===== config.mk =====
export PLATFORM = sky130hd
export DESIGN_NAME = cmac_column_drain
export DESIGN_NICKNAME = d
export VERILOG_FILES = /design/src/rtl/cmac_pkg.sv /design/src/rtl/cmac_column_drain_fifo.sv /design/src/rtl/cmac_column_drain.sv
export SDC_FILE = /design/constraint.sdc
export NUM_CORES = 1
export LEC_CHECK = 0
export ABC_AREA = 0
export BUFFER_PORTS_ARGS = -buffer_cell sky130_fd_sc_hd__buf_2
export CORE_ASPECT_RATIO = 1.75
export CORE_UTILIZATION = 30
export CTS_BUF_LIST = sky130_fd_sc_hd__clkbuf_4 sky130_fd_sc_hd__clkbuf_8
export DETAILED_ROUTE_END_ITERATION = 8
export GPL_ROUTABILITY_DRIVEN = 1
export PLACE_DENSITY_LB_ADDON = 0.1
export SLEW_MARGIN = 20
export SYNTH_ARGS = -nofsm -noshare
export SYNTH_HDL_FRONTEND = slang
export SYNTH_SLANG_ARGS = --single-unit
export TNS_END_PERCENT = 1

===== constraint.sdc =====
create_clock -name clk -period 2.8 [get_ports clk]
set_clock_uncertainty 0.05 [all_clocks]
set_input_delay 0.42 -clock clk [delete_from_list [all_inputs] [get_ports clk]]
set_output_delay 0.42 -clock clk [all_outputs]
set_load 0.005 [all_outputs]

===== src/rtl/cmac_pkg.sv =====
// Constants shared by the CMAC array and its column drain.
// Also holds the saturating error-compensation adder.
package cmac_pkg;

  localparam int PSUM_W = 24;
  localparam int PROD_W = 16;
  localparam int ACT_W  = 8;

  typedef struct packed {
    logic              sat;
    logic [PSUM_W-1:0] sum;
  } sat_sum_t;

  function automatic sat_sum_t sat_add_psum(input logic [PSUM_W-1:0] psum,
                                            input logic [PROD_W-1:0] prod);
    logic [PSUM_W:0] wide;
    sat_sum_t        res;
    wide    = {1'b0, psum} + {{(PSUM_W + 1 - PROD_W){1'b0}}, prod};
    res.sat = wide[PSUM_W];
    res.sum = wide[PSUM_W] ? {PSUM_W{1'b1}} : wide[PSUM_W-1:0];
    return res;
  endfunction

endpackage


===== src/rtl/cmac_column_drain_fifo.sv =====
// Synchronous result FIFO with wrap-bit pointers and a registered head
// entry; clear has priority over push and pop.
module drain_fifo #(
  parameter int W     = 24,
  parameter int DEPTH = 4
) (
  input  logic         clk,
  input  logic         rst_n,
  input  logic         clear,
  input  logic         push,
  input  logic         pop,
  input  logic [W-1:0] wdata,
  output logic [W-1:0] rdata,
  output logic         full,
  output logic         empty
);

  localparam int AW = $clog2(DEPTH);

  logic [W-1:0]  mem_q [DEPTH];
  logic [AW:0]   wr_ptr_q, wr_ptr_d;
  logic [AW:0]   rd_ptr_q, rd_ptr_d;
  logic [W-1:0]  head_q, head_d;
  logic [AW:0]   count_s;
  logic [AW-1:0] rd_nxt_idx_s;
  logic          push_s;
  logic          pop_s;

  assign empty        = (wr_ptr_q == rd_ptr_q);
  assign full         = (wr_ptr_q[AW-1:0] == rd_ptr_q[AW-1:0]) &&
                        (wr_ptr_q[AW] != rd_ptr_q[AW]);
  assign count_s      = wr_ptr_q - rd_ptr_q;
  assign rd_nxt_idx_s = rd_ptr_q[AW-1:0] + AW'(1);
  assign pop_s        = pop && !empty && !clear;
  assign push_s       = push && (!full || pop_s) && !clear;
  assign rdata        = head_q;

  always_comb begin
    wr_ptr_d = wr_ptr_q;
    rd_ptr_d = rd_ptr_q;
    head_d   = head_q;
    if (clear) begin
      wr_ptr_d = '0;
      rd_ptr_d = '0;
      head_d   = '0;
    end else begin
      if (push_s) begin
        wr_ptr_d = wr_ptr_q + (AW + 1)'(1);
      end else begin
        wr_ptr_d = wr_ptr_q;
      end
      // The head register tracks what the next entry at the read pointer will be.
      if (pop_s) begin
        rd_ptr_d = rd_ptr_q + (AW + 1)'(1);
        if (count_s > (AW + 1)'(1)) begin
          head_d = mem_q[rd_nxt_idx_s];
        end else if (push_s) begin
          head_d = wdata;
        end else begin
          head_d = '0;
        end
      end else if (push_s && empty) begin
        head_d = wdata;
      end else begin
        head_d = head_q;
      end
    end
  end

  always_ff @(posedge clk or negedge rst_n) begin
    if (!rst_n) begin
      wr_ptr_q <= '0;
      rd_ptr_q <= '0;
      head_q   <= '0;
      for (int i = 0; i < DEPTH; i++) begin
        mem_q[i] <= '0;
      end
    end else begin
      wr_ptr_q <= wr_ptr_d;
      rd_ptr_q <= rd_ptr_d;
      head_q   <= head_d;
      if (push_s) begin
        mem_q[wr_ptr_q[AW-1:0]] <= wdata;
      end
    end
  end

endmodule


===== src/rtl/cmac_column_drain.sv =====
// Column drain: compensates the last stage's deferred error product, buffers
// corrected sums for the output writer and keeps low-voltage error status.
module cmac_column_drain #(
  parameter int PSUM_W = cmac_pkg::PSUM_W,
  parameter int PROD_W = cmac_pkg::PROD_W,
  parameter int DEPTH  = 4,
  parameter int CNT_W  = 16
) (
  input  logic              clk,
  input  logic              rst_n,
  input  logic [PSUM_W-1:0] psum_in,
  input  logic [PROD_W-1:0] err_prod_in,
  input  logic              err_sig_in,
  input  logic              in_valid,
  input  logic              clear,
  output logic [PSUM_W-1:0] out_data,
  output logic              out_valid,
  input  logic              out_ready,
  output logic              full,
  output logic              overflow,
  output logic              sat_flag,
  output logic [CNT_W-1:0]  err_count
);

  import cmac_pkg::*;

  sat_sum_t          corr_s;
  logic [PROD_W-1:0] prod_sel_s;
  logic              empty_s;
  logic              pop_s;
  logic              accept_s;
  logic              overflow_q, overflow_d;
  logic              sat_flag_q, sat_flag_d;
  logic [CNT_W-1:0]  err_count_q, err_count_d;

  assign prod_sel_s = err_sig_in ? err_prod_in : {PROD_W{1'b0}};
  assign corr_s     = sat_add_psum(psum_in, prod_sel_s);
  assign out_valid  = !empty_s;
  assign pop_s      = out_valid && out_ready;
  assign accept_s   = in_valid && (!full || pop_s) && !clear;

  drain_fifo #(
    .W     (PSUM_W),
    .DEPTH (DEPTH)
  ) u_fifo (
    .clk   (clk),
    .rst_n (rst_n),
    .clear (clear),
    .push  (accept_s),
    .pop   (pop_s),
    .wdata (corr_s.sum),
    .rdata (out_data),
    .full  (full),
    .empty (empty_s)
  );

  // Status only reflects beats that actually entered the FIFO.
  always_comb begin
    overflow_d  = overflow_q;
    sat_flag_d  = sat_flag_q;
    err_count_d = err_count_q;
    if (clear) begin
      overflow_d  = 1'b0;
      sat_flag_d  = 1'b0;
      err_count_d = '0;
    end else begin
      if (in_valid && !accept_s) begin
        overflow_d = 1'b1;
      end else begin
        overflow_d = overflow_q;
      end
      if (accept_s && corr_s.sat) begin
        sat_flag_d = 1'b1;
      end else begin
        sat_flag_d = sat_flag_q;
      end
      if (accept_s && err_sig_in && (err_count_q != {CNT_W{1'b1}})) begin
        err_count_d = err_count_q + CNT_W'(1);
      end else begin
        err_count_d = err_count_q;
      end
    end
  end

  always_ff @(posedge clk or negedge rst_n) begin
    if (!rst_n) begin
      overflow_q  <= 1'b0;
      sat_flag_q  <= 1'b0;
      err_count_q <= '0;
    end else begin
      overflow_q  <= overflow_d;
      sat_flag_q  <= sat_flag_d;
      err_count_q <= err_count_d;
    end
  end

  assign overflow  = overflow_q;
  assign sat_flag  = sat_flag_q;
  assign err_count = err_count_q;

endmodule


### Word-level counts from Yosys, hierarchy flattened

Index checks and enable logic that the tools add are counted.

* add/sub/neg operators: 6
* multiply operators: 0
* div/mod/pow operators: 0
* magnitude comparators: 4
* equality and inequality tests: 4
* shift operators: 0
* mux-type cells: 23
* bitwise operators: 2
* reduce and logical (&&, ||, !) cells: 26

Operators by type and width (number)
* 24-bit two-way mux: 9
* 96-bit bitwise mux: 1
* 24-bit binary-select mux with 2-bit select: 1
* 24-bit demux with 2-bit select: 1
* 16-bit two-way mux: 3
* 24-bit by 16-bit adder with 25-bit output: 1
* 16-bit by 1-bit adder with 16-bit output (second input constant): 1
* 16-bit != test (second input constant): 1
* 1-bit logical AND: 14
* 3-bit two-way mux: 4
* 2-bit nonzero test: 5
* 3-bit by 1-bit adder with 3-bit output (second input constant): 2
* 3-bit >= comparator (second input constant): 2
* 2-bit NOT with 3-bit output: 2
* 1-bit logical NOT: 4
* 1-bit two-way mux: 4
* 3-bit == test: 1
* 3-bit by 1-bit greater-than comparator with 1-bit output (second input constant): 1
* 3-bit by 1-bit less-than comparator with 1-bit output (second input constant): 1
* 3-bit nonzero test: 1
* 3-bit subtractor: 1
* 2-bit by 1-bit adder with 2-bit output (second input constant): 1
* 2-bit == test: 1
* 1-bit logical OR: 2
* 1-bit != test: 1

* register bits: 144
* bits in latches: 0
* bits in writable memories: 0
* bits in read-only memories: 0
* word-level logic and storage cells: 75
* memories: 0

### Logic depth before layout (Yosys ltp)

Gate-level depths: netlist (run 1).

* depth in word-level cells: 12
* depth in mapped cells: 12
* gate-level depth less buffers: 10

### Cells and area by module

From an unflattened synthesis (run 1), not the netlist that was laid out.

* cells, all modules: 667
* area, all modules: 8002.7 sq um

By module, submodules not included
* drain_fifo: times used 1, cells each 386, area an instance 5800.6 sq um
* cmac_column_drain: times used 1, cells each 281, area an instance 2202.1 sq um

### Least setup slack after synthesis (run 1)

No wires, ideal clock.

* path kind: input -> register
* from: input port err_sig_in
* to: register u_fifo.head_q[3] (netlist: u_fifo.rdata[3])
* setup time: 0.126 ns
* arrival: 2.647 ns
* data required time: 2.624 ns
* setup slack: -0.023 ns
* stages on the path: 12
* path buffers: 2
* cell sequence: clkbuf_1 > and2_1 > ha_1 > fa_1 > a21oi_1 > o22ai_2 > a31oi_4 > a21oi_1 > buf_4 > nor2_2 > nor3_1 > a221o_1

* word-level cells in the longest chain between the ends: 7

Ends and longest elaborated chain
* start: declaration: RTL line cmac_column_drain.sv:13 `input logic err_sig_in,`
* 16-bit two-way mux (*): RTL line cmac_column_drain.sv:36 `assign prod_sel_s = err_sig_in ? err_prod_in : {PROD_W{1'b0}};`
* 24-bit by 16-bit adder with 25-bit output (*): RTL line cmac_pkg.sv:18 `wide = {1'b0, psum} + {{(PSUM_W + 1 - PROD_W){1'b0}}, prod};`
* 24-bit two-way mux (*): RTL line cmac_pkg.sv:20 `res.sum = wide[PSUM_W] ? {PSUM_W{1'b1}} : wide[PSUM_W-1:0];`
* 24-bit two-way mux: RTL line cmac_column_drain_fifo.sv:57 `end else if (push_s) begin`
* 24-bit two-way mux: RTL line cmac_column_drain_fifo.sv:55 `if (count_s > (AW + 1)'(1)) begin`
* 24-bit two-way mux (*): RTL line cmac_column_drain_fifo.sv:53 `if (pop_s) begin`
* 24-bit two-way mux (*): RTL line cmac_column_drain_fifo.sv:42 `if (clear) begin`
* end signal: assignment: RTL line cmac_column_drain_fifo.sv:74 `head_q <= '0;`
* end signal: assignment: RTL line cmac_column_drain_fifo.sv:81 `head_q <= head_d;`
* end: declaration: RTL line cmac_column_drain_fifo.sv:23 `logic [W-1:0] head_q, head_d;`

Every way passes the cells marked *; elsewhere a longest branch is shown, timed or not. The select of a mux whose other input is x is not followed.
A chain may end at the register's enable or synchronous reset.

### Worst setup path after layout (run 1)

* from: register u_fifo.wr_ptr_q[0]
* to: register u_fifo.head_q[23] (netlist: u_fifo.rdata[23])

* word-level cells in the longest chain between the ends: 12

Ends and longest elaborated chain
* start: declaration: RTL line cmac_column_drain_fifo.sv:21 `logic [AW:0] wr_ptr_q, wr_ptr_d;`
* start signal: assignment: RTL line cmac_column_drain_fifo.sv:79 `wr_ptr_q <= wr_ptr_d;`
* parallel branches: the longest is 12 deep, another holds 3-bit subtractor

Several ways; the timed one is not identified.

==> reports/metrics.csv, run 1 <==
stage,metric,value,unit
run_status,outcome,finished with violations,
run_status,violations,DRC,
placement,placed_cell_area,9460,um2
final_layout,final_design_area_no_fill,9850,um2
min_path,hold_path.class,in2reg,
grt,grt_first_pass_wirelength,38.1,mm
routing,vias_per_cell,4.98,
sta,grt_setup_unrepaired,no,
setup_path,cp_buf_inv_count,2,
floorplanning,floorplan.io_pins,90,
routing,via_count,6590,
setup_path,timing.critical_path.arrival,2.89,ns
power_and_ir_drop,leak,4.43,nW
sta,total_neg_setup_slack,0,ns
setup_path,worst_ep_required_time,3.12,ns
setup_path,timing.critical_path.max_delay_family,adder cells,
clock_tree,numCtsBuffers,17,
placement,dp_worst_setup_slack,-0.341,ns
synth,syn_std_cell_area,8080,um2
flow_run,max_cap_violations,0,
grt,grt_start_max_net_pins,53,
synth,area_leader_netlist,dfrtp_1,
floorplanning,core.rowCount,79,
grt,grt_remaining_overflow,0,
routing,drtIter0Drc,298,
placement,gp_congestion,0.749,
final_layout,layout-drive-gt1-share,27.2,%
setup_path,ff2ff_setup_slack,0.23,ns
floorplanning,placeableCoreArea,26500,um2
grt,vias_in_the_first_global_route,6843,
sta,achievable-frequency,389,MHz
clock_tree,tritoncts,yes,
sta,timing.final.ws_setup,0.227,ns
synth,synth_sequential_area_ratio,44.6,%
sta,final_max_slew_viol_count,0,
routing,detail_route.wirelength,23.8,mm
clock_tree,cts_root_buf,clkbuf_8,
synth,synth-seq-cells,144,
setup_path,ff2ff_path_depth,11,
routing,wire_length_per_cell_after_detailed_routing,18.0,um
placement,number_of_buffer_cells_added_on_primary_ports,89,
clock_tree,cts_setup_buffers,0,
setup_path,crit-reg2reg-capture,u_fifo.rdata[23],
routing,antenna_left,0,
synth,synth-edff-count,0,
setup_path,setup.worst_path.end,u_fifo.rdata[23],
floorplanning,design.die.area,27600,um2
clock_tree,clock_latency_late_sink,0.48,ns
clock_tree,max-clock-path-buffers,2,
sta,fin_hold_ws,0.229,ns
final_layout,syn2layout_area_growth,21.9,%
setup_path,critical_path.max_stage_delay,0.50,ns
clock_tree,cts_htree_levels,4,
floorplanning,fp.dieH,219,um
setup_path,setup.worst_path.class,reg2reg,
setup_path,timing.critical_path.from_type,register,
synth,dominant_cells_by_area_after_synthesis,"dfrtp_1 (45%), o21ai_0 (7.1%), mux4_2 (6.7%)",
routing,drtPass1Iterations,6,
floorplanning,die_width,126,um
synth,ys_warn_count,0,
floorplanning,starting_density_of_the_core,30.5,%
final_layout,finalCoreUtilization,37.2,%
setup_path,setup.worst_path.end_class,register,
grt,grt.total_usage,18.4,%
synth,synth_cell_type_count,72,
synth,syn-instance-count,844,
clock_tree,cts.reportedPaths.clkPinSlew,0.09,ns
sta,worst_slew_margin_rel,61.6,%
final_layout,layout.nets,1059,
placement,dpl.cell_count,1291,
final_layout,final_cells,1324,
setup_path,timing.critical_path.from,u_fifo.wr_ptr_q[0],
setup_path,crit_slowest_cell,fa_1,
synth,dominantRegCellSynth,dfrtp_1,
power_and_ir_drop,total_power,7.04,mW
synth,async_reset_ff_share,100,%
clock_tree,cts.sinks,144,
final_layout,diodes,0,
sta,setup_viol,0,
sta,timing.final.crit_share,91.9,%
power_and_ir_drop,vdd_ir_drop_max,0.347,mV
sta,timing_worst_slew_pin_value,0.575,ns
setup_path,critical_path_cell_count,11,
grt,antenna_violations_before_repair,0,
sta,finalHoldViolations,0,
power_and_ir_drop,pwr_density_cell,715,nW/um2
synth,synth_largest_type_area_fraction,44.6,%
synth,syn-num-nets,916,
routing,drc_violation_count_after_routing,2,
setup_path,worstReg2RegStart,u_fifo.wr_ptr_q[0],
placement,hpwlAfterDp,17.5,mm
setup_path,crit_fanout,32,
synth,syn-mean-instance-area,9.57,um2
sta,min_period,2.57,ns
setup_path,cp_cell_sequence,"inv_2, ha_1, fa_1, nand2b_1, mux2i_2, buf_12, nor3b_1, a211oi_2, or3_1, o32a_1, nand2_1",
-- timing repair --
| item | CTS | global route |
|---|---|---|
| hold buffers | 1 | 0 |
| setup endpoints to repair | 0 | 6 |
| gates resized for setup | 0 | 2 |
| hold endpoints to repair | 49 | 0 |
-- cells by family (layout without fill, tap and decap cells) --
family	count (synthesis)	after routing	synth area share (%)
and+or+nand+nor	299	299	17.1
AOI/OAI and AO/OA	252	252	19.8
DFF	144	144	44.6
buffers and inverters	64	220	3.50
muxes	30	30	7.48
xor gates and xnor gates	29	29	3.38
adders and majority gates	26	26	4.21
-- metal layers --
layer / vias up / global-route usage [%] / routed length [um] / share of wire [%]
li1: 3294 / - / - / -
met1: 3178 / 20.4 / 9770 / 41
met2: 100 / 35.1 / 13000 / 55
met3: 18 / 3.36 / 602 / 2.5
met4: 0 / 5.54 / 394 / 1.7
met5: - / 0 / 0 / 0
-- state kept, by name, indices dropped and copies added, names as in the netlist --
signal / count
err_count: 16
overflow: 1
sat_flag: 1
u_fifo.mem_q: 96
u_fifo.rd_ptr_q: 3
u_fifo.rdata: 24
u_fifo.wr_ptr_q: 3
-- cell usage after synthesis (all sizes together), types with 2 or more instances --
cell,instances
nor4,3
nor3,8
o221a,4
ha,24
or2,5
nand3,18
o21a,2
a21oi,50
o211ai,4
dfrtp,144
nand4,7
a221o,2
or3,7
a31oi,15
xor2,14
nand2,130
o21ai,123
mux4,24
a21o,13
o211a,2
nor3b,3
a311oi,2
a221oi,4
fa,2
clkbuf,25
a22oi,8
nor2b,4
mux2i,6
o31ai,3
nor2,76
o22ai,2
and3,5
and4,3
and2,28
a211oi,10
buf,28
xnor2,15
a41oi,3
inv,11
-- cell type report --
| cell class | count | area [um2] |
|---|---|---|
| inverter | 11 | 43.8 |
| clock inverter | 12 | 109 |
| tap | 324 | 405 |
| timing repair buffer | 177 | 1210 |
| fill | 2769 | 16600 |
| sequential | 144 | 3600 |
| multi-input combinational | 636 | 4200 |
| clock buffer | 20 | 275 |
-- layout by cell type (no fill, tap or decap), types with 6 or more instances in the layout --
cell,Yosys,routed
a21o_1,12,12
a21oi_1,48,47
a22oi_1,8,8
a31oi_1,13,13
and2_1,26,26
buf_12,0,8
buf_2,21,88
buf_4,3,79
clkbuf_8,0,20
dfrtp_1,144,143
ha_1,24,24
inv_1,10,9
mux4_2,24,24
nand2_1,129,129
nand3_1,18,18
nand4_1,7,7
nor2_1,75,74
nor3_1,6,6
o21ai_0,114,114
o21ai_1,9,9
or3_1,7,7
xnor2_1,14,14
xor2_1,14,14
-- worst min path at each step --
stage / startpoint / endpoint / slack [ns] / cells after the start
final: clear / u_fifo.wr_ptr_q[2] / 0.23 / 2
after global routing: clear / u_fifo.wr_ptr_q[1] / 0.22 / 2
after CTS: clear / u_fifo.wr_ptr_q[2] / 0.20 / 2
after detailed placement: rst_n / u_fifo.mem_q[28] / 0.37 / 1
after global placement: rst_n / u_fifo.mem_q[28] / 0.36 / 1
after floorplan: rst_n / err_count[0] / 0.07 / 0
-- power by group --
| part | total (mW) | leakage [nW] | switching, mW | internal, mW |
|---|---|---|---|---|
| clock network | 1.62 | 0.183 | 0.852 | 0.771 |
| registers | 2.98 | 1.85 | 0.335 | 2.65 |
| logic | 2.43 | 2.40 | 1.31 | 1.13 |
Power figures use the tool's default switching activity.
==> run 2: changes to the inputs <==
- PLACE_DENSITY: default -> 0.51
- PLACE_DENSITY_LB_ADDON: 0.1 -> default
- clock period: 2.8 -> 2.25 ns (I/O delays scaled with it)
==> run 2 against run 1 <==
Effect of this change: the run ends with setup timing left; sequential cell count is the same; clock-buffer cell count rose by 2; register-to-register slack worse by 0.33 ns; via count rose by 4.5%; sequential share of layout area fell by 2.6 points; largest cell class unchanged; combinational power is 44% higher; sequential power grew 24%; worst setup slack worse by 0.33 ns.
==> reports/metrics.csv, run 2 (synthesized netlist as in run 1, its figures left out) <==
stage,metric,value,unit
run_status,outcome,finished with violations,
run_status,violations,setup timing,
setup_path,worst_ep_required_time,2.56,ns
floorplanning,core.rowCount,79,
routing,antenna_left,0,
placement,hpwlAfterDp,17.8,mm
routing,drtIter0Drc,321,
final_layout,leading_cell_type_in_the_layout_fill_and_taps_excluded,dfrtp_1,
power_and_ir_drop,vdd_ir_drop_max,0.427,mV
setup_path,timing.critical_path.max_delay_family,multiplexers,
final_layout,syn2layout_area_growth,31.1,%
sta,total_neg_setup_slack,-0.637,ns
grt,antenna_violations_before_repair,0,
setup_path,timing.critical_path.arrival,2.66,ns
grt,grt_start_max_net_pins,55,
placement,dpl.cell_count,1333,
sta,timing_worst_slew_pin_value,0.468,ns
sta,grt_setup_unrepaired,yes,
routing,drc_violation_count_after_routing,0,
final_layout,layout-drive-gt1-share,34.7,%
sta,achievable-frequency,425,MHz
floorplanning,die_width,126,um
sta,timing.final.crit_share,105,%
final_layout,largest-register,u_fifo.mem_q,
floorplanning,design.die.area,27600,um2
setup_path,timing.critical_path.from_type,register,
sta,worst_slew_margin_rel,68.3,%
clock_tree,cts_root_buf,clkbuf_8,
sta,min_period,2.35,ns
clock_tree,max-clock-path-buffers,2,
floorplanning,starting_density_of_the_core,30.5,%
setup_path,setup.worst_path.class,reg2reg,
routing,drtPass1Iterations,4,
setup_path,critical_path.max_stage_delay,0.53,ns
floorplanning,floorplan.io_pins,90,
sta,finalHoldViolations,0,
power_and_ir_drop,total_power,9.08,mW
placement,gp_congestion,0.810,
grt,grt_first_pass_wirelength,37.8,mm
clock_tree,tritoncts,yes,
final_layout,largest_reg_flops,96,
power_and_ir_drop,pwr_density_cell,857,nW/um2
floorplanning,fp.dieH,219,um
final_layout,layout.nets,1103,
flow_run,max_cap_violations,0,
final_layout,finalCoreUtilization,40.0,%
min_path,hold_path.class,in2reg,
placement,number_of_buffer_cells_added_on_primary_ports,89,
final_layout,diodes,0,
grt,grt.total_usage,17.9,%
floorplanning,placeableCoreArea,26500,um2
clock_tree,cts_htree_levels,4,
grt,vias_in_the_first_global_route,7109,
setup_path,crit_slowest_cell,mux4_2,
setup_path,cp_cell_sequence,"buf_6, buf_4, mux4_2, nor3b_2, a211oi_2, or3_1, o32a_1, nand2_1",
sta,setup_viol,16,
setup_path,cp_buf_inv_count,2,
routing,detail_route.wirelength,23.7,mm
power_and_ir_drop,leak,4.72,nW
setup_path,setup.worst_path.end_class,register,
final_layout,final_cells,1366,
sta,final_max_slew_viol_count,0,
routing,wire_length_per_cell_after_detailed_routing,17.4,um
clock_tree,cts.reportedPaths.clkPinSlew,0.08,ns
clock_tree,numCtsBuffers,17,
clock_tree,clock_latency_late_sink,0.46,ns
setup_path,crit_fanout,13,
final_layout,mostFrequentLayoutCells,"dfrtp_1 (143), nand2_1 (127), buf_4 (108), o21ai_0 (94), buf_2 (87)",
routing,via_count,6885,
routing,vias_per_cell,5.04,
sta,timing.final.ws_setup,-0.104,ns
clock_tree,cts.sinks,144,
grt,grt_remaining_overflow,0,
==> run 2: cell types whose count changed in the layout (fill, tap and decap cells not counted), sizes merged <==
cell,before,now
buf,176,220
clkinvlp,5,1
clkbuf,20,22
clkinv,5,6
inv,12,11
==> run 2: stage by stage <==
step | setup slack (ns) | area (um2) | hold slack (ns)
after detailed placement | -0.744 | 9900 | 0.248
after CTS | -0.105 | 10400 | 0.202
after floorplan | -0.275 | 8140 | -0.00809
final | -0.104 | 10600 | 0.231
after global routing | -0.222 | 10600 | 0.230
after global placement | -0.737 | 9900 | 0.248
==> run 2: power by group <==
group	switching [mW]	leakage [nW]	internal, mW	total [mW]
registers	0.414	1.85	3.30	3.71
clock network	0.966	0.183	0.908	1.87
logic	1.77	2.68	1.72	3.49
==> run 2: timing repair <==
item                                    4_1_cts  5_1_grt
buffers inserted                              2        0
gates resized for setup                      42       49
pin swaps                                    21       17
endpoints found under the setup margin       88      118
hold buffers                                  1        0
hold endpoints to repair                     40        0
==> run 2: routing by layer <==
metal	up-vias	part of all wire (%)	track usage [%]
li1	3373	-	-
met1	3326	39	19.1
met2	146	55	34.7
met3	40	2.5	2.39
met4	0	2.7	7.43
met5	-	0	0
==> run 2: layout make-up <==
cell class                      count  area (um2)
Tap cell                          324         405
Fill cell                        2668       15900
Clock buffer                       22         272
Sequential cell                   144        3600
Timing Repair Buffer              221        1670
Clock inverter                      8        67.6
Multi-Input combinational cell    636        4530
Inverter                           11        43.8
==> run 2: final timing paths <==
check	from	end	slack, ns	cells after the start
max	u_fifo.rd_ptr_q[0]	u_fifo.rdata[23]	-0.10	8
min	psum_in[18]	u_fifo.rdata[18]	0.23	3
max reg2reg	u_fifo.rd_ptr_q[0]	u_fifo.rdata[23]	-0.10	8
min reg2reg	u_fifo.mem_q[4]	u_fifo.mem_q[4]	0.43	2
max in group asynchronous	rst_n	u_fifo.rdata[0]	1.16	3
min in group asynchronous	rst_n	u_fifo.rdata[8]	0.32	2
==> run 2: worst reg2reg max path: stages (launching register included) <==
cell      delay (ns)
dfrtp_1         0.41
buf_6           0.25
buf_4           0.24
mux4_2          0.53
nor3b_2         0.18
a211oi_2        0.27
or3_1           0.16
o32a_1          0.12
nand2_1         0.04
